**src/rtl/uart_pkg.sv**
```systemverilog
// uart_pkg: state encoding and parity constants shared by the UART TX/RX blocks
package uart_pkg;
  typedef enum logic [2:0] {ST_IDLE, ST_START, ST_DATA, ST_PARITY, ST_STOP} uart_state_e;
  localparam logic PARITY_EVEN = 1'b0;
  localparam logic PARITY_ODD  = 1'b1;
  function automatic logic parity_bit(input logic [8:0] d, input logic odd);
    return ^d ^ odd;
  endfunction
endpackage

```
**src/rtl/uart_tx_framer_baud_gen.sv**
```systemverilog
// uart_baud_gen: counts 0..CLKS_PER_BIT-1 and strobes bit_tick on the wrap; held at 0 by clear
module uart_baud_gen #(
  parameter int CLKS_PER_BIT = 5208,
  parameter int CNT_W        = 13
) (
  input  logic clk,
  input  logic rst,
  input  logic clear,
  output logic bit_tick
);
  logic [CNT_W-1:0] cnt;
  assign bit_tick = !clear && cnt == CNT_W'(CLKS_PER_BIT - 1);
  always_ff @(posedge clk) cnt <= (rst || clear || bit_tick) ? '0 : cnt + 1'b1;
endmodule

```
**src/rtl/uart_tx_framer.sv**
```systemverilog
// uart_tx_framer: serialises one latched byte as start, data LSB-first, optional parity and 1/2 stop bits
module uart_tx_framer
  import uart_pkg::*;
#(
  parameter int DATA_BITS    = 8,
  parameter int CLKS_PER_BIT = 5208,
  parameter int CNT_W        = 13
) (
  input  logic                 clk,
  input  logic                 rst,
  input  logic [DATA_BITS-1:0] tx_data,
  input  logic                 tx_valid,
  output logic                 tx_ready,
  input  logic                 parity_en,
  input  logic                 parity_odd,
  input  logic                 two_stop,
  output logic                 tx,
  output logic                 busy,
  output logic                 tx_done
);
  localparam int BW = $clog2(DATA_BITS + 1);
  uart_state_e state, state_n;
  logic [DATA_BITS-1:0] shreg;
  logic [BW-1:0] bit_cnt;
  logic stop_cnt, par_en_q, par_q, two_stop_q;
  logic bit_tick, accept, last_bit, last_stop, tx_d, done_d;
  assign tx_ready  = state == ST_IDLE;
  assign busy      = !tx_ready;
  assign accept    = tx_valid && tx_ready;
  assign last_bit  = bit_cnt == BW'(DATA_BITS - 1);
  assign last_stop = stop_cnt == two_stop_q;
  uart_baud_gen #(.CLKS_PER_BIT(CLKS_PER_BIT), .CNT_W(CNT_W)) u_baud (
    .clk(clk), .rst(rst), .clear(state == ST_IDLE), .bit_tick(bit_tick)
  );
  always_comb begin
    state_n = state;
    case (state)
      ST_IDLE:   state_n = accept ? ST_START : ST_IDLE;
      ST_START:  state_n = bit_tick ? ST_DATA : ST_START;
      ST_DATA:   state_n = !(bit_tick && last_bit) ? ST_DATA : par_en_q ? ST_PARITY : ST_STOP;
      ST_PARITY: state_n = bit_tick ? ST_STOP : ST_PARITY;
      ST_STOP:   state_n = (bit_tick && last_stop) ? ST_IDLE : ST_STOP;
      default:   state_n = ST_IDLE;
    endcase
    tx_d   = state == ST_START ? 1'b0 : state == ST_DATA ? shreg[0] : state == ST_PARITY ? par_q : 1'b1;
    done_d = state == ST_STOP && bit_tick && last_stop;
  end
  always_ff @(posedge clk) begin
    if (rst) begin
      state    <= ST_IDLE;
      tx       <= 1'b1;
      tx_done  <= 1'b0;
      bit_cnt  <= '0;
      stop_cnt <= 1'b0;
    end else begin
      state    <= state_n;
      tx       <= tx_d;
      tx_done  <= done_d;
      bit_cnt  <= state == ST_DATA ? (bit_tick ? bit_cnt + 1'b1 : bit_cnt) : '0;
      stop_cnt <= state == ST_STOP ? stop_cnt ^ bit_tick : 1'b0;
    end
  end
  // shadow copies make mid-frame input changes invisible to the current frame
  always_ff @(posedge clk) begin
    if (accept) begin
      shreg      <= tx_data;
      par_en_q   <= parity_en;
      par_q      <= parity_bit(9'(tx_data), parity_odd == PARITY_ODD);
      two_stop_q <= two_stop;
    end else if (state == ST_DATA && bit_tick) begin
      shreg <= shreg >> 1;
    end
  end
endmodule

```
**config.mk**
```make
export PLATFORM = sky130hd
export DESIGN_NAME = uart_tx_framer
export DESIGN_NICKNAME = d
export VERILOG_FILES = /design/src/rtl/uart_pkg.sv /design/src/rtl/uart_tx_framer_baud_gen.sv /design/src/rtl/uart_tx_framer.sv
export SDC_FILE = /design/constraint.sdc
export NUM_CORES = 1
export LEC_CHECK = 0
export BUFFER_PORTS_ARGS = -buffer_cell sky130_fd_sc_hd__clkbuf_2
export CAP_MARGIN = 5
export CORE_MARGIN = 2
export CORE_UTILIZATION = 45
export DETAILED_ROUTE_END_ITERATION = 8
export HOLD_SLACK_MARGIN = 0.02
export SLEW_MARGIN = 20
export SYNTH_ARGS = -nofsm -noshare
export SYNTH_HDL_FRONTEND = slang
export SYNTH_SLANG_ARGS = --single-unit
```
**constraint.sdc**
```tcl
create_clock -name clk -period 3.31 [get_ports clk]
set_input_delay 0.8275 -clock clk [delete_from_list [all_inputs] [get_ports clk]]
set_output_delay 0.8275 -clock clk [all_outputs]
set_load 0.01 [all_outputs]
```
==> flow_results.org <==
** Run status
- The run finished with clean final reports.

** Synthesis
- The cell area that synthesis handed to floorplanning was roughly 0.0016 sq mm.
- The biggest area contributor in the post-synthesis netlist is sky130_fd_sc_hd__dfxtp_1.
- Synth warnings :: 0
- When the netlist entered floorplanning its net count stood at 167.
- Per-instance average area after synthesis :: approximately 10 sq um
- Portion of the post-synthesis area used by sequential elements :: 50.84%
- Counting flops and latches in the post-synthesis netlist gives 34.
- Share of Yosys cell area claimed by the top area cell type :: 29.61%
- Ranked by total cell area, the synthesized netlist is headed by sky130_fd_sc_hd__dfxtp_1, sky130_fd_sc_hd__edfxtp_1, sky130_fd_sc_hd__xnor2_1.
- Post-synthesis cell type count :: 35
- In the synthesized netlist, the number of instances is 151.

** Placed design
- Routability-driven placement finished with a final weighted congestion of a little under 0.8.
- DP HPWL :: 1994 um
- Counting tap cells, the placed design contains a total of 211 instances.
- The count of buffers added on input and output ports is 17.

** Pwr
- The completed layout was analyzed and its total power is 0.7664 mW.
- Leakage :: 0.5873 nW
- Dividing total power by cell area gives a power density of around 440 mW/mm^2.
- Worst-case vdd ir drop :: 0.2262 mV

** Global route
- Entering global routing, the biggest net connects 14 pins.
- Via count of the first global-routing pass :: 1,104
- Total global-route track usage :: 15.66%
- Grt total ovfl :: 0
- First-pass GRT wire length :: around 4800 um
- Initial antenna violation count :: 0

** Floorplan
- Core Region :: 0.003337 sq mm
- For this configuration, the core starts out at a cell density of a little under half.
- From bottom edge to top edge, the die measures about 63 um.
- Total Die Area :: 0.003943 sq mm
- In this run the horizontal extent of the chip is about 63 um.
- I/O pin cnt :: 18
- Row generation in the floorplan step produced 21 rows.

** Detailed routing
- Before antenna repair, the detailed router went through 4 iterations.
- Wire length per cell after detailed routing :: 12.27 um
- For this block, the initial DRC count from the detailed router was 53.
- Vias per cell :: 4.982
- Total wire length after detailed routing :: 2688 um
- The routed layout has 1,091 vias.
- Once detail routing completed, the nets flagged for antenna violations numbered 0.
- Number of remaining DRC errors :: 0

** CTS
- No sink is reached through more buffers than the 2 on the longest clock path.
- Clock buffer count from CTS :: 5
- The number of gates resized after CTS was 0.
- CTS placed an instance of sky130_fd_sc_hd__clkbuf_4 at the clock tree root.
- In this run the number of H-tree levels came out at 2.
- Clock tree from TritonCTS :: yes
- After clock tree synthesis, the clock-pin slew on the worst setup and hold paths is ~0.11 ns.
- Clock latency on the worst-skew pair, taken at its later pin, is ~0.34 ns.
- Count of buffers added by post-CTS timing repair for setup :: 0
- The clock drives 34 sinks.
- CTS hold repair buffers :: 0

** Critical path
- CP required :: 2.48 ns
- STA puts the critical path data arrival time at 1.57 ns.
- The critical path in this run is classified as reg2out.
- Highest cell delay on the worst timing path :: 0.57 ns
- Worst-path cell with the longest stage delay :: sky130_fd_sc_hd__nor3_2
- Maximum fanout count along the critical path :: 9
- The worst setup path is captured at an output pin.
- Worst R2R Path Depth :: 4
- The signal on the critical path passes through nor3_2, clkbuf_2.
- The worst setup path is launched from a register.

** Timing
- The worst path in the final design needs a cycle of 2.400 ns, including I/O delays and setup.
- Final count of negative-setup-slack endpoints :: 0
- The number of hold violations in the final report came to 0.
- Adding up every negative setup slack in the final design gives 0 ns.
- Fin Clk Skew :: 0.01296 ns
- RSZ-0062 raised after global routing :: no
- Worst slew margin :: approximately 57%
- For the pin with the worst max-slew slack, the measured transition is 0.6351 ns.
- Share of the clock period used by the worst path :: approximately 72%
- The number of slew-limit violations in the final report came to 0.
- Timing-limited maximum frequency :: 416.7 MHz

** Cells and area
- Fraction of layout instances using a drive strength above 1 :: 21.39%
- Antenna diodes :: 0
- Register Area :: 790.8 sq um
- Most common cell after layout, fill and taps aside :: sky130_fd_sc_hd__dfxtp_1
- Footprint of the multi-input gates :: roughly 720 sq um
- Final non-filler cell total :: around 220
- In the layout the commonest cells are sky130_fd_sc_hd__dfxtp_1, sky130_fd_sc_hd__nor2_1, sky130_fd_sc_hd__xnor2_1.
- Filler cells :: 331
- Synth-to-layout area growth :: 12.47%
- Nets :: 188

** Hold path
- Kind of path behind the tightest hold check :: reg2reg
- Counting instances, the worst hold path has a depth of 1.

** Flow run
- The tool flagged a number of max-cap violations equal to 0.
==> path summary, 6_finish.rpt <==
check | start | endpoint | slack, ns
setup reg to reg | u_baud.cnt[3] | shreg[4] | 1.07
hold / removal | u_baud.cnt[0] | u_baud.cnt[0] | 0.46
hold reg to reg | u_baud.cnt[0] | u_baud.cnt[0] | 0.46
setup / recovery | state[0] | tx_ready | 0.91
==> layer usage <==
metal | vias up | share of wire (%) | track usage, %
met5 | - | 0 | 0
li1 | 566 | - | -
met3 | 4 | 4.0 | 5.586
met4 | 0 | 1.2 | 5.833
met1 | 504 | 49 | 20.56
met2 | 17 | 45 | 23.79
==> through the flow <==
step	instance area (sq um)	hold WS, ns	util (%)	worst slack, ns
floorplan	1555	0.4175	-	1.327
global placement	1685	0.4367	50.51	1.084
detailed placement	1685	0.4449	50.51	1.051
CTS	1749	0.4616	52.42	0.9074
global route	1749	0.4937	52.42	0.8177
finish	1749	0.4606	52.42	0.9105
==> state kept, by name, summed over array words and instances, names as in the netlist <==
name        cells
bit_cnt         4
par_en_q        1
par_q           1
shreg           8
state           3
stop_cnt        1
two_stop_q      1
tx              1
tx_done         1
u_baud.cnt     13
==> cell type report <==
cell class / instances / share of cell area [%]
clock buffers: 6 / 2.933
inverters: 8 / 1.717
flip-flops and latches: 34 / 45.21
multi-input cells: 106 / 41.27
clock inverters: 2 / 0.7153
repair buffers: 17 / 4.864
well taps: 46 / 3.290
==> critical path: cells and delay by family, from the launching register on <==
kind,cells,cell delay (ns)
buf+inv,1,0.24
flops,1,0.42
simple gates,1,0.57
==> report_power, final <==
part	total (mW)	internal (mW)	switching, mW
Combinational	0.0655	0.0323	0.0332
Clock	0.244	0.102	0.142
Sequential	0.457	0.450	0.00675
Total	0.766	0.585	0.182
==> synth_stat cells <==
master,count
sky130_fd_sc_hd__mux2_2,7
sky130_fd_sc_hd__xor2_1,4
sky130_fd_sc_hd__a21oi_1,4
sky130_fd_sc_hd__a311oi_1,1
sky130_fd_sc_hd__nand2_1,9
sky130_fd_sc_hd__or4bb_1,1
sky130_fd_sc_hd__clkbuf_1,2
sky130_fd_sc_hd__nand3b_1,2
sky130_fd_sc_hd__a21o_1,1
sky130_fd_sc_hd__xnor2_1,18
sky130_fd_sc_hd__inv_1,8
sky130_fd_sc_hd__nor4_1,2
sky130_fd_sc_hd__nor4_4,1
sky130_fd_sc_hd__mux2i_1,1
sky130_fd_sc_hd__or4b_2,1
sky130_fd_sc_hd__and3_1,1
sky130_fd_sc_hd__dfxtp_1,23
sky130_fd_sc_hd__and3b_1,1
sky130_fd_sc_hd__nor3_2,1
sky130_fd_sc_hd__buf_2,1
sky130_fd_sc_hd__nand3_1,6
sky130_fd_sc_hd__or4_4,2
sky130_fd_sc_hd__nor3b_1,1
sky130_fd_sc_hd__a21boi_1,1
sky130_fd_sc_hd__nand2b_1,1
sky130_fd_sc_hd__ha_1,2
sky130_fd_sc_hd__a31oi_1,1
sky130_fd_sc_hd__edfxtp_1,11
sky130_fd_sc_hd__o21ai_0,3
sky130_fd_sc_hd__o21a_1,1
sky130_fd_sc_hd__o21ai_1,1
sky130_fd_sc_hd__nand4_1,4
sky130_fd_sc_hd__or3_1,3
sky130_fd_sc_hd__nor2_1,21
sky130_fd_sc_hd__nor3_1,4
==> cells by family (layout without fill, tap and decap cells) <==
logic type / Yosys count / after routing / share of synthesized area, %
simple gates: 61 / 61 / 21.72
flops: 34 / 34 / 50.84
xor+xnor: 22 / 22 / 12.39
compound gates: 13 / 13 / 4.988
buf+inv: 11 / 33 / 2.735
mux: 8 / 8 / 5.712
fa+ha+maj: 2 / 2 / 1.609
(Power assumes the default switching activity.)
